===== src/rtl/onehot_scan_decoder.sv =====
// Registered SEL_W-to-2^SEL_W one-hot decoder with DIRECT (latched index) and SCAN (walking bit) modes.
// Optional `ONEHOT_WRAP_PULSE_EN adds a one-cycle wrap strobe aligned with a wrapping scan step.
module onehot_scan_decoder #(
   parameter  int SEL_W    = 3,
   parameter  int SCAN_DIV = 4,
   parameter  int DIV_W    = 8,
   localparam int OUT_W    = 2**SEL_W
) (
   input  logic             clk,
   input  logic             rst_n,
   input  logic             en,
   input  logic             load,
   input  logic             mode,
   input  logic             dir,
   input  logic [SEL_W-1:0] Din,
   output logic [OUT_W-1:0] Dout,
   output logic             dout_valid,
`ifdef ONEHOT_WRAP_PULSE_EN
   output logic             wrap,
`endif
   output logic [SEL_W-1:0] scan_idx
);

   localparam logic [1:0] IDLE   = 2'd0;
   localparam logic [1:0] DIRECT = 2'd1;
   localparam logic [1:0] SCAN   = 2'd2;

   localparam logic [OUT_W-1:0] ONE_HOT_LSB = OUT_W'(1);
   localparam logic [DIV_W-1:0] DIV_LAST    = DIV_W'(SCAN_DIV - 1);

   logic [1:0]       state;
   logic [DIV_W-1:0] div;
   logic [SEL_W-1:0] step_idx;
   logic             step_wraps;

   // dir is live: it is read at the step edge, not latched at load.
   always_comb begin
      step_idx   = scan_idx;
      step_wraps = 1'b0;
      if (dir) begin
         step_idx   = scan_idx - SEL_W'(1);
         step_wraps = (scan_idx == '0);
      end else begin
         step_idx   = scan_idx + SEL_W'(1);
         step_wraps = (scan_idx == '1);
      end
   end

   // NOTE: all state below uses non-blocking assignments so every flop samples pre-edge values.
   always_ff @(posedge clk) begin
      if (!rst_n) begin
         state      <= IDLE;
         div        <= '0;
         scan_idx   <= '0;
         Dout       <= '0;
         dout_valid <= 1'b0;
      end else if (!en) begin
         state      <= IDLE;
         div        <= '0;
         Dout       <= '0;
         dout_valid <= 1'b0;
      end else if (load) begin
         state      <= mode ? SCAN : DIRECT;
         div        <= '0;
         scan_idx   <= Din;
         Dout       <= ONE_HOT_LSB << Din;
         dout_valid <= 1'b1;
      end else if (state == SCAN) begin
         if (div == DIV_LAST) begin
            div      <= '0;
            scan_idx <= step_idx;
            Dout     <= ONE_HOT_LSB << step_idx;
         end else begin
            div <= div + DIV_W'(1);
         end
      end
   end

`ifdef ONEHOT_WRAP_PULSE_EN
   // Only a free-running scan step can raise wrap; load and en=0 always clear it.
   always_ff @(posedge clk) begin
      if (!rst_n || !en || load) begin
         wrap <= 1'b0;
      end else begin
         wrap <= (state == SCAN) && (div == DIV_LAST) && step_wraps;
      end
   end
`endif

endmodule


===== config.mk =====
export PLATFORM = sky130hd
export DESIGN_NAME = onehot_scan_decoder
export DESIGN_NICKNAME = d
export VERILOG_FILES = /design/src/rtl/onehot_scan_decoder.sv
export SDC_FILE = /design/constraint.sdc
export NUM_CORES = 1
export LEC_CHECK = 0
export ABC_AREA = 1
export CAP_MARGIN = 0
export CORE_MARGIN = 8
export CORE_UTILIZATION = 49
export DETAILED_ROUTE_END_ITERATION = 6
export GPL_TIMING_DRIVEN = 0
export PLACE_DENSITY = 0.77
export SETUP_SLACK_MARGIN = 0.3
export SLEW_MARGIN = 20
export SYNTH_ARGS = -nofsm -noshare
export SYNTH_HDL_FRONTEND = slang
export SYNTH_SLANG_ARGS = --single-unit

===== constraint.sdc =====
create_clock -name clk -period 1.9 [get_ports clk]
set_input_delay 0.285 -clock clk [delete_from_list [all_inputs] [get_ports clk]]
set_output_delay 0.285 -clock clk [all_outputs]
set_load 0.1 [all_outputs]

; ---- After elaboration in Yosys (flattened, before gate mapping)
; Cells that the tools add are included.
[word_totals]
reg_bits = 22
in_bits = 9
output_inout_bits = 12
wordCells = 29
[op_classes]
add_sub_neg = 3
eq_ne = 2
shifts = 2
muxes = 9
bitwise_logic = 2
reduce_logical = 6
[op_table]
columns = cell, count
row1 = $mux 8, 4
row2 = $shl 1x3->8 const A, 2
row3 = $mux 3, 4
row4 = $add 8x1->8 const B, 1
row5 = $eq 8x2->1 const B, 1
row6 = $reduce_and 2->1, 2
row7 = $reduce_bool 2->1, 2
row8 = $add 3x1->3 const B, 1
row9 = $reduce_and 3->1, 1
row10 = $reduce_or 3->1, 1
row11 = $sub 3x1->3 const B, 1
row12 = $eq 2x2->1 const B, 1
row13 = $mux 2, 1
row14 = $not 1->1, 2

; ---- Logic depth before layout (Yosys ltp)
; Gate-level depths: netlist (run 1).
[logic_depth]
word_depth = 6
mapped_depth = 9
mapped_depth_nobuf = 9

; ---- Worst setup path before layout (run 1)
; Ideal clock, no wire load.
[synth_timing]
path_kind = reg-to-reg
startpoint = register scan_idx[0]
endpoint = register Dout[0]
t_arrival_ps = 2179
setup_slack_ps = -348
path_stages_with_launch = 9
period_less_slack_ps = 2248
cell_sequence = dfxtp_1 inv_1 fa_1 nand2_1 o21ai_1 inv_1 nor2_1 nand2_1 o21ai_1
[synth_between]
elab_chain_cells = 6
[synth_rtl]
columns = element, line_no
row1 = start: declaration, 21  ; output logic [SEL_W-1:0] scan_idx
row2 = start signal: assignment, 65  ; scan_idx <= Din;
row3 = start signal: assignment, 71  ; scan_idx <= step_idx;
row4 = $add 3x1->3 / $sub 3x1->3 (equally long branches), "44, 41"
row5 = $mux 3 (*), 40  ; if (dir) begin
row6 = $shl 1x3->8 (*), 72  ; Dout <= ONE_HOT_LSB << step_idx;
row7 = $mux 8 (*), 69  ; if (div == DIV_LAST) begin
row8 = $mux 8 (*), 68  ; end else if (state == SCAN) begin
row9 = $mux 8 (*), 62  ; end else if (load) begin
row10 = end signal: assignment, 66  ; Dout <= ONE_HOT_LSB << Din;
row11 = end signal: assignment, 72
row12 = end: declaration, 16  ; output logic [OUT_W-1:0] Dout,
; Mark *: on every way between the ends. The rest lies on a longest branch, timed or not. The select of a mux whose other input is x is not followed.
; A chain may end at the register's enable or synchronous reset.

; ---- Final worst setup path (run 1)
[layout_timing]
startpoint = register Dout[4]
endpoint = output port Dout[4]
; No word-level cell between the ends.

==> impl_results.md, run 1 <==
- Status: completed
- Post-synth cell types: 23
- # placed instances: 190
- Slew Limit Headroom: 63.1%
- Placer Congestion: 0.768
- IO buf count: 20
- CTS max path bufs: 2
- Post-DP HPWL: 1.75 mm
- Syn_nets: 154
- Synth area leaders: dfxtp_1, nand2_1, nor2_1, o21ai_1, inv_2
- EDFF count, synth: 0
- Pre-antenna DRT Iters: 4
- Worst Hold Path Cells: 2
- Sink Count: 22
- Hold violation count in the final report: 0
- Reg clk slew, reported paths: 0.12 ns
- FF-to-FF path depth: 8
- Syn Inst Count: 143
- WL final: 2.18 mm
- CP max stage cell: clkdlybuf4s15_2
- Drt wl/cell: 11.2 um
- LEAKAGE: 0.000531 uW
- Worst Hold Launch: Dout[0]
- Root buf cell: clkbuf_4
- Max stage delay on crit path: 0.56 ns
- Final setup vio count: 0
- Share of cells above drive strength 1: 27.5%
- GRT overflow: 0
- Chip width: 62.2 um
- Reg2reg setup slack: 0.43 ns
- Via count: 925
- Maximum VDD drop: 0.420 mV
- Drt first-iter violations: 14
- Post-DRT Antenna Nets: 0
- DIE AREA: 0.00387 mm^2
- Critical Path, Cell by Cell: clkdlybuf4s15_2
- Int Pwr: 639 uW
- Fillers: 168
- Area of the multi-input gates: 533 um^2
- Post-Syn Area: 0.00104 mm^2
- H-tree levels: 1
- Max-cap viol count: 0
- Drc violations: 0
- CP Capture Type: primary output
- Non-filler cells, final: 194
- Critical Path RT: 1.62 ns
- Worst Tran Pin Value: 0.556 ns
- GRT Resource Usage Total: 11.4%
- Crit path max fanout: 2
- Async S/R FF share, synth: 0%
- Crit Path Class: flop to primary output
- Seq pwr share: 52.6%
- Slew Viols, Final: 0
- Fin crit period: 1.53 ns
- Synth area leader: dfxtp_1
- Core Rows: 16
- Final Skew: 0.00519 ns
- First-pass GRT wire length: 3.75 mm
- Psw: 269 uW
- Crit start category: flop
- DIE HEIGHT: 62.2 um
- Worst-Skew Late Latency: 0.31 ns
- Post-layout nets: 179
- Avg Synthesized Cell Area: 7.31 um^2
- Worst EP arrival: 1.24 ns
- Vias in the first global route: 890
- Ys flop type: dfxtp_1
- Hold Path End: Dout[0]
- Hold Crit Class: flop to flop
- CTS tree: done
- Setup TNS: 0 ns
- CTS buffer count: 3
- Worst R2R Start: scan_idx[1]
- Register area: 449 um^2
- FF+latch count, synth: 22
- Sequential area share after synthesis: 42.2%
- PwrDens: 677 mW/mm^2
- Fmax: 654 MHz
- Vias/cell: 4.77
- Pin count of the biggest net entering global routing: 13
- Layout area overhead: 28.4%
- Yosys top cell area share: 42.2%
- Starting Density: 52.7%
- ANT cells: 0
- I/O Pins: 21
- Clock power frac: 28.6%
- Unrepaired setup endpoints after global routing: false
- Logic pwr share: 18.8%
- Final Cycle Share: 80.5%
- Critical path's top delay family: buffers and inverters
- Initial antenna violation count: 0
- YS warnings: 0
- Sw Ratio: 29.6%
- Core area: 0.00198 mm^2
- CP bufs+invs: 1
- R2R Path End: Dout[4]
[timing repair]
item | CTS | global route
gates resized for setup | 39 | 0
hold buffers | 0 | 0
endpoints found under the setup margin | 16 | 0
buffers inserted | 0 | 0
hold endpoints to repair | 0 | 0
[cell type report]
| type | count | share of cell area (%) |
|---|---|---|
| plain buffers | 1 | 0.840 |
| clock buffers | 4 | 2.71 |
| inverters | 17 | 4.76 |
| multi-input cells | 103 | 39.7 |
| flip-flops and latches | 22 | 33.5 |
| well taps | 27 | 2.52 |
| repair buffers | 20 | 16.0 |
[cells in the mapped netlist (2+ instances only)]
| cell | number |
|---|---|
| nand2_1 | 40 |
| dfxtp_1 | 22 |
| nor2_1 | 22 |
| inv_2 | 10 |
| o21ai_1 | 10 |
| inv_1 | 7 |
| nand3_1 | 6 |
| nand2_2 | 3 |
| nor2_2 | 3 |
| nor3_1 | 3 |
| xor2_1 | 3 |
| nand3_2 | 2 |
| nor3b_1 | 2 |
[logic make-up (layout without fill, tap and decap cells)]
group                    Yosys count  in the layout  synth area share [%]
AO/OA/AOI/OAI                     14             14                  8.14
adder cells (fa/ha/maj)            2              2                  3.11
AND/OR/NAND/NOR                   84             84                  36.9
XOR/XNOR                           3              3                  2.52
flip-flops                        22             22                  42.2
buffers and inverters             18             42                  7.19
[state kept, by name, indices dropped and copies added (netlist names)]
| signal | count |
|---|---|
| Dout | 8 |
| scan_idx | 3 |
| dout_valid | 1 |
| state | 2 |
| div | 8 |
[per-layer routing]
layer	vias up	track usage, %	part of all wire, %
met5	-	0	0
met4	0	4.96	1.2
met3	3	3.41	5.1
met2	18	19.8	49
met1	402	12.5	45
li1	502	-	-
[cell usage in the layout (no fill, tap or decap)]
cell              n
clkbuf_8          1
clkdlybuf4s15_2  12
nand3_4           1
clkbuf_4          3
nor2_1           22
inv_2            14
dfxtp_1          19
nand3_1           6
a211oi_1          1
xor2_1            3
o21ai_4           1
clkdlybuf4s50_1   7
fa_1              1
nand2_2           3
o21ai_2           1
nor2_2            3
dlygate4sd2_1     1
ha_1              1
inv_1             3
nor2_4            1
nor3b_1           2
nor3_1            3
buf_6             1
nand4_1           1
o21ai_1           9
dfxtp_4           2
a31oi_1           1
dfxtp_2           1
nand2_1          40
nand3_2           2
o21ai_0           1
[power groups by stage]
stage	Clock [uW]	Combinational, uW	Sequential [uW]
2_1_floorplan	0	68.3	545
3_3_place_gp	0	172	487
3_5_place_dp	0	173	488
4_1_cts	267	172	478
5_1_grt	291	184	479
6_report	260	171	477
[worst max-delay path by stage]
stage / from / to / cells past startpoint
3_3_place_gp: dir / Dout[0] / 9
3_5_place_dp: dir / Dout[4] / 9
4_1_cts: Dout[4] / Dout[4] / 1
6_report: Dout[4] / Dout[4] / 1
5_1_grt: Dout[6] / Dout[6] / 1
2_1_floorplan: scan_idx[1] / Dout[1] / 8
[metrics by stage]
step	hold slack [ns]	power (uW)	worst slack (ns)	util [%]	instance area [um^2]
2_1_floorplan	0.396	613	0.294	-	1060
3_3_place_gp	0.442	659	-0.0430	65.2	1290
3_5_place_dp	0.447	661	-0.0867	65.2	1290
4_1_cts	0.465	916	0.351	67.7	1340
5_1_grt	0.482	954	0.323	67.7	1340
6_report	0.465	908	0.371	67.7	1340
Power figures use the tool's default switching activity.
==> inputs of run 2 (changes only) <==
==> constraint.sdc (replaced) <==
create_clock -name clk -period 1.55 [get_ports clk]
set_input_delay 0.2325 -clock clk [delete_from_list [all_inputs] [get_ports clk]]
set_output_delay 0.2325 -clock clk [all_outputs]
set_load 0.1 [all_outputs]
==> impl_results.md, run 2 (same netlist as run 1, synthesis figures left out) <==
- Worst setup slack after layout: 0.0859 ns
- Final Util: 72.8%
- Largest registers: Dout x8, div x8, scan_idx x3
- Drc violations: 0
- Crit path max fanout: 3
- GRT overflow: 0
- GRT Resource Usage Total: 11.9%
- WL final: 2.55 mm
- CP Capture Type: flop
- PwrDens: 785 mW/mm^2
- # placed instances: 190
- Initial antenna violation count: 0
- DIE AREA: 0.00387 mm^2
- Placer Congestion: 0.839
- Pre-antenna DRT Iters: 4
- Worst Tran Pin Value: 0.487 ns
- Pre-CTS setup slack: -0.369 ns
- IO buf count: 20
- Post-DP HPWL: 1.75 mm
- Share of cells above drive strength 1: 39.1%
- Fmax: 683 MHz
- Unrepaired setup endpoints after global routing: true
- Max-cap viol count: 0
- Chip width: 62.2 um
- Starting Density: 52.7%
- Final Skew: 0.00340 ns
- Setup TNS: 0 ns
- Fillers: 162
- CTS tree: done
- Worst-Skew Late Latency: 0.30 ns
- Crit start category: flop
- Critical Path RT: 1.79 ns
- FF-to-FF path depth: 8
- Fin crit period: 1.46 ns
- Drt wl/cell: 12.7 um
- Slew Limit Headroom: 67.7%
- Vias/cell: 4.95
- Post-DRT Antenna Nets: 0
- Non-filler cells, final: 201
- Post-layout nets: 186
- Critical Path, Cell by Cell: inv_2 > fa_1 > nand2_1 > o21ai_2 > inv_2 > nor2_1 > nand2_1 > o21ai_1
- CP max stage cell: fa_1
- Worst EP arrival: 1.71 ns
- Root buf cell: clkbuf_4
- LEAKAGE: 0.000600 uW
- Pin count of the biggest net entering global routing: 13
- Core Rows: 16
- Total power: 1130 uW
- First-pass GRT wire length: 3.97 mm
- Commonest non-fill, non-tap cell in the layout: nand2_1
- Maximum VDD drop: 0.685 mV
- CTS buffer count: 3
- Reg clk slew, reported paths: 0.12 ns
- Via count: 994
- Worst Hold Path Cells: 3
- Crit Path Class: flop to flop
- CTS max path bufs: 2
- Sink Count: 22
- Commonest cells after routing, fill and taps aside: nand2_1, nor2_1, dfxtp_1, buf_4, inv_2
- Core area: 0.00198 mm^2
- I/O Pins: 21
- Final Cycle Share: 94.5%
- Max stage delay on crit path: 0.49 ns
- Vias in the first global route: 989
- Slew Viols, Final: 0
- Hold Crit Class: primary input to flop
- Drt first-iter violations: 27
- Status: completed
- DIE HEIGHT: 62.2 um
- Layout area overhead: 38.1%
- H-tree levels: 1
- ANT cells: 0
- Final setup vio count: 0
- Number of hold buffers added after cts: 0
- Hold violation count in the final report: 0
==> run 2: changes by cell type in the layout (fill, tap and decap cells not counted), moves of 3 or more <==
cell / change
buf_4: +14
clkdlybuf4s15_2: -12
buf_6: +4
nand2_1: -4
dfxtp_1: -3
nand2_2: +3
nor2_1: -3
==> run 2: per-layer routing <==
metal / GRT usage, % / share of wire (%) / wire length (um)
met1: 13.5 / 44 / 1130
met2: 21.7 / 50 / 1280
met3: 2.51 / 3.7 / 94
met4: 3.50 / 1.6 / 40
met5: 0 / 0 / 0
==> run 2: area by class of cell <==
class | count | area [um^2] | share of cell area, %
well taps | 27 | 33.8 | 2.34
flip-flops and latches | 22 | 455 | 31.6
inverters | 17 | 68.8 | 4.77
repair buffers | 27 | 236 | 16.4
plain buffers | 1 | 11.3 | 0.781
clock buffers | 4 | 36.3 | 2.52
multi-input cells | 103 | 601 | 41.6
==> run 2: stage by stage <==
| step | instance area (um^2) | hold slack (ns) |
|---|---|---|
| after floorplan | 1060 | 0.343 |
| after global placement | 1290 | 0.444 |
| after detailed placement | 1290 | 0.453 |
| after CTS | 1370 | 0.473 |
| after global routing | 1440 | 0.238 |
| final | 1440 | 0.219 |
==> run 2: critical path: cells and delay by family (launching register included) <==
family                     cells  cell delay, ns
AOI/OAI and AO/OA              2            0.20
adders and majority gates      1            0.49
buffers and inverters          2            0.11
DFF                            1            0.37
and+or+nand+nor                3            0.23
==> run 2: power by group <==
part | total (uW) | switching, uW | internal [uW]
Clock | 311 | 168 | 143
Combinational | 237 | 161 | 76.6
Sequential | 584 | 8.93 | 575
==> run 2: path summary, 6_finish.rpt <==
path	start	endpoint	slack, ns
max	scan_idx[1]	Dout[5]	0.09
min	rst_n	scan_idx[0]	0.22
max reg2reg	scan_idx[1]	Dout[5]	0.09
min reg2reg	Dout[0]	Dout[0]	0.47
==> run 2: repair_timing <==
action                     CTS  global route
pin swaps                    7             7
setup endpoints to repair   24            16
setup buffers                6             1
gates resized for setup     79            23
gates cloned                 0             0
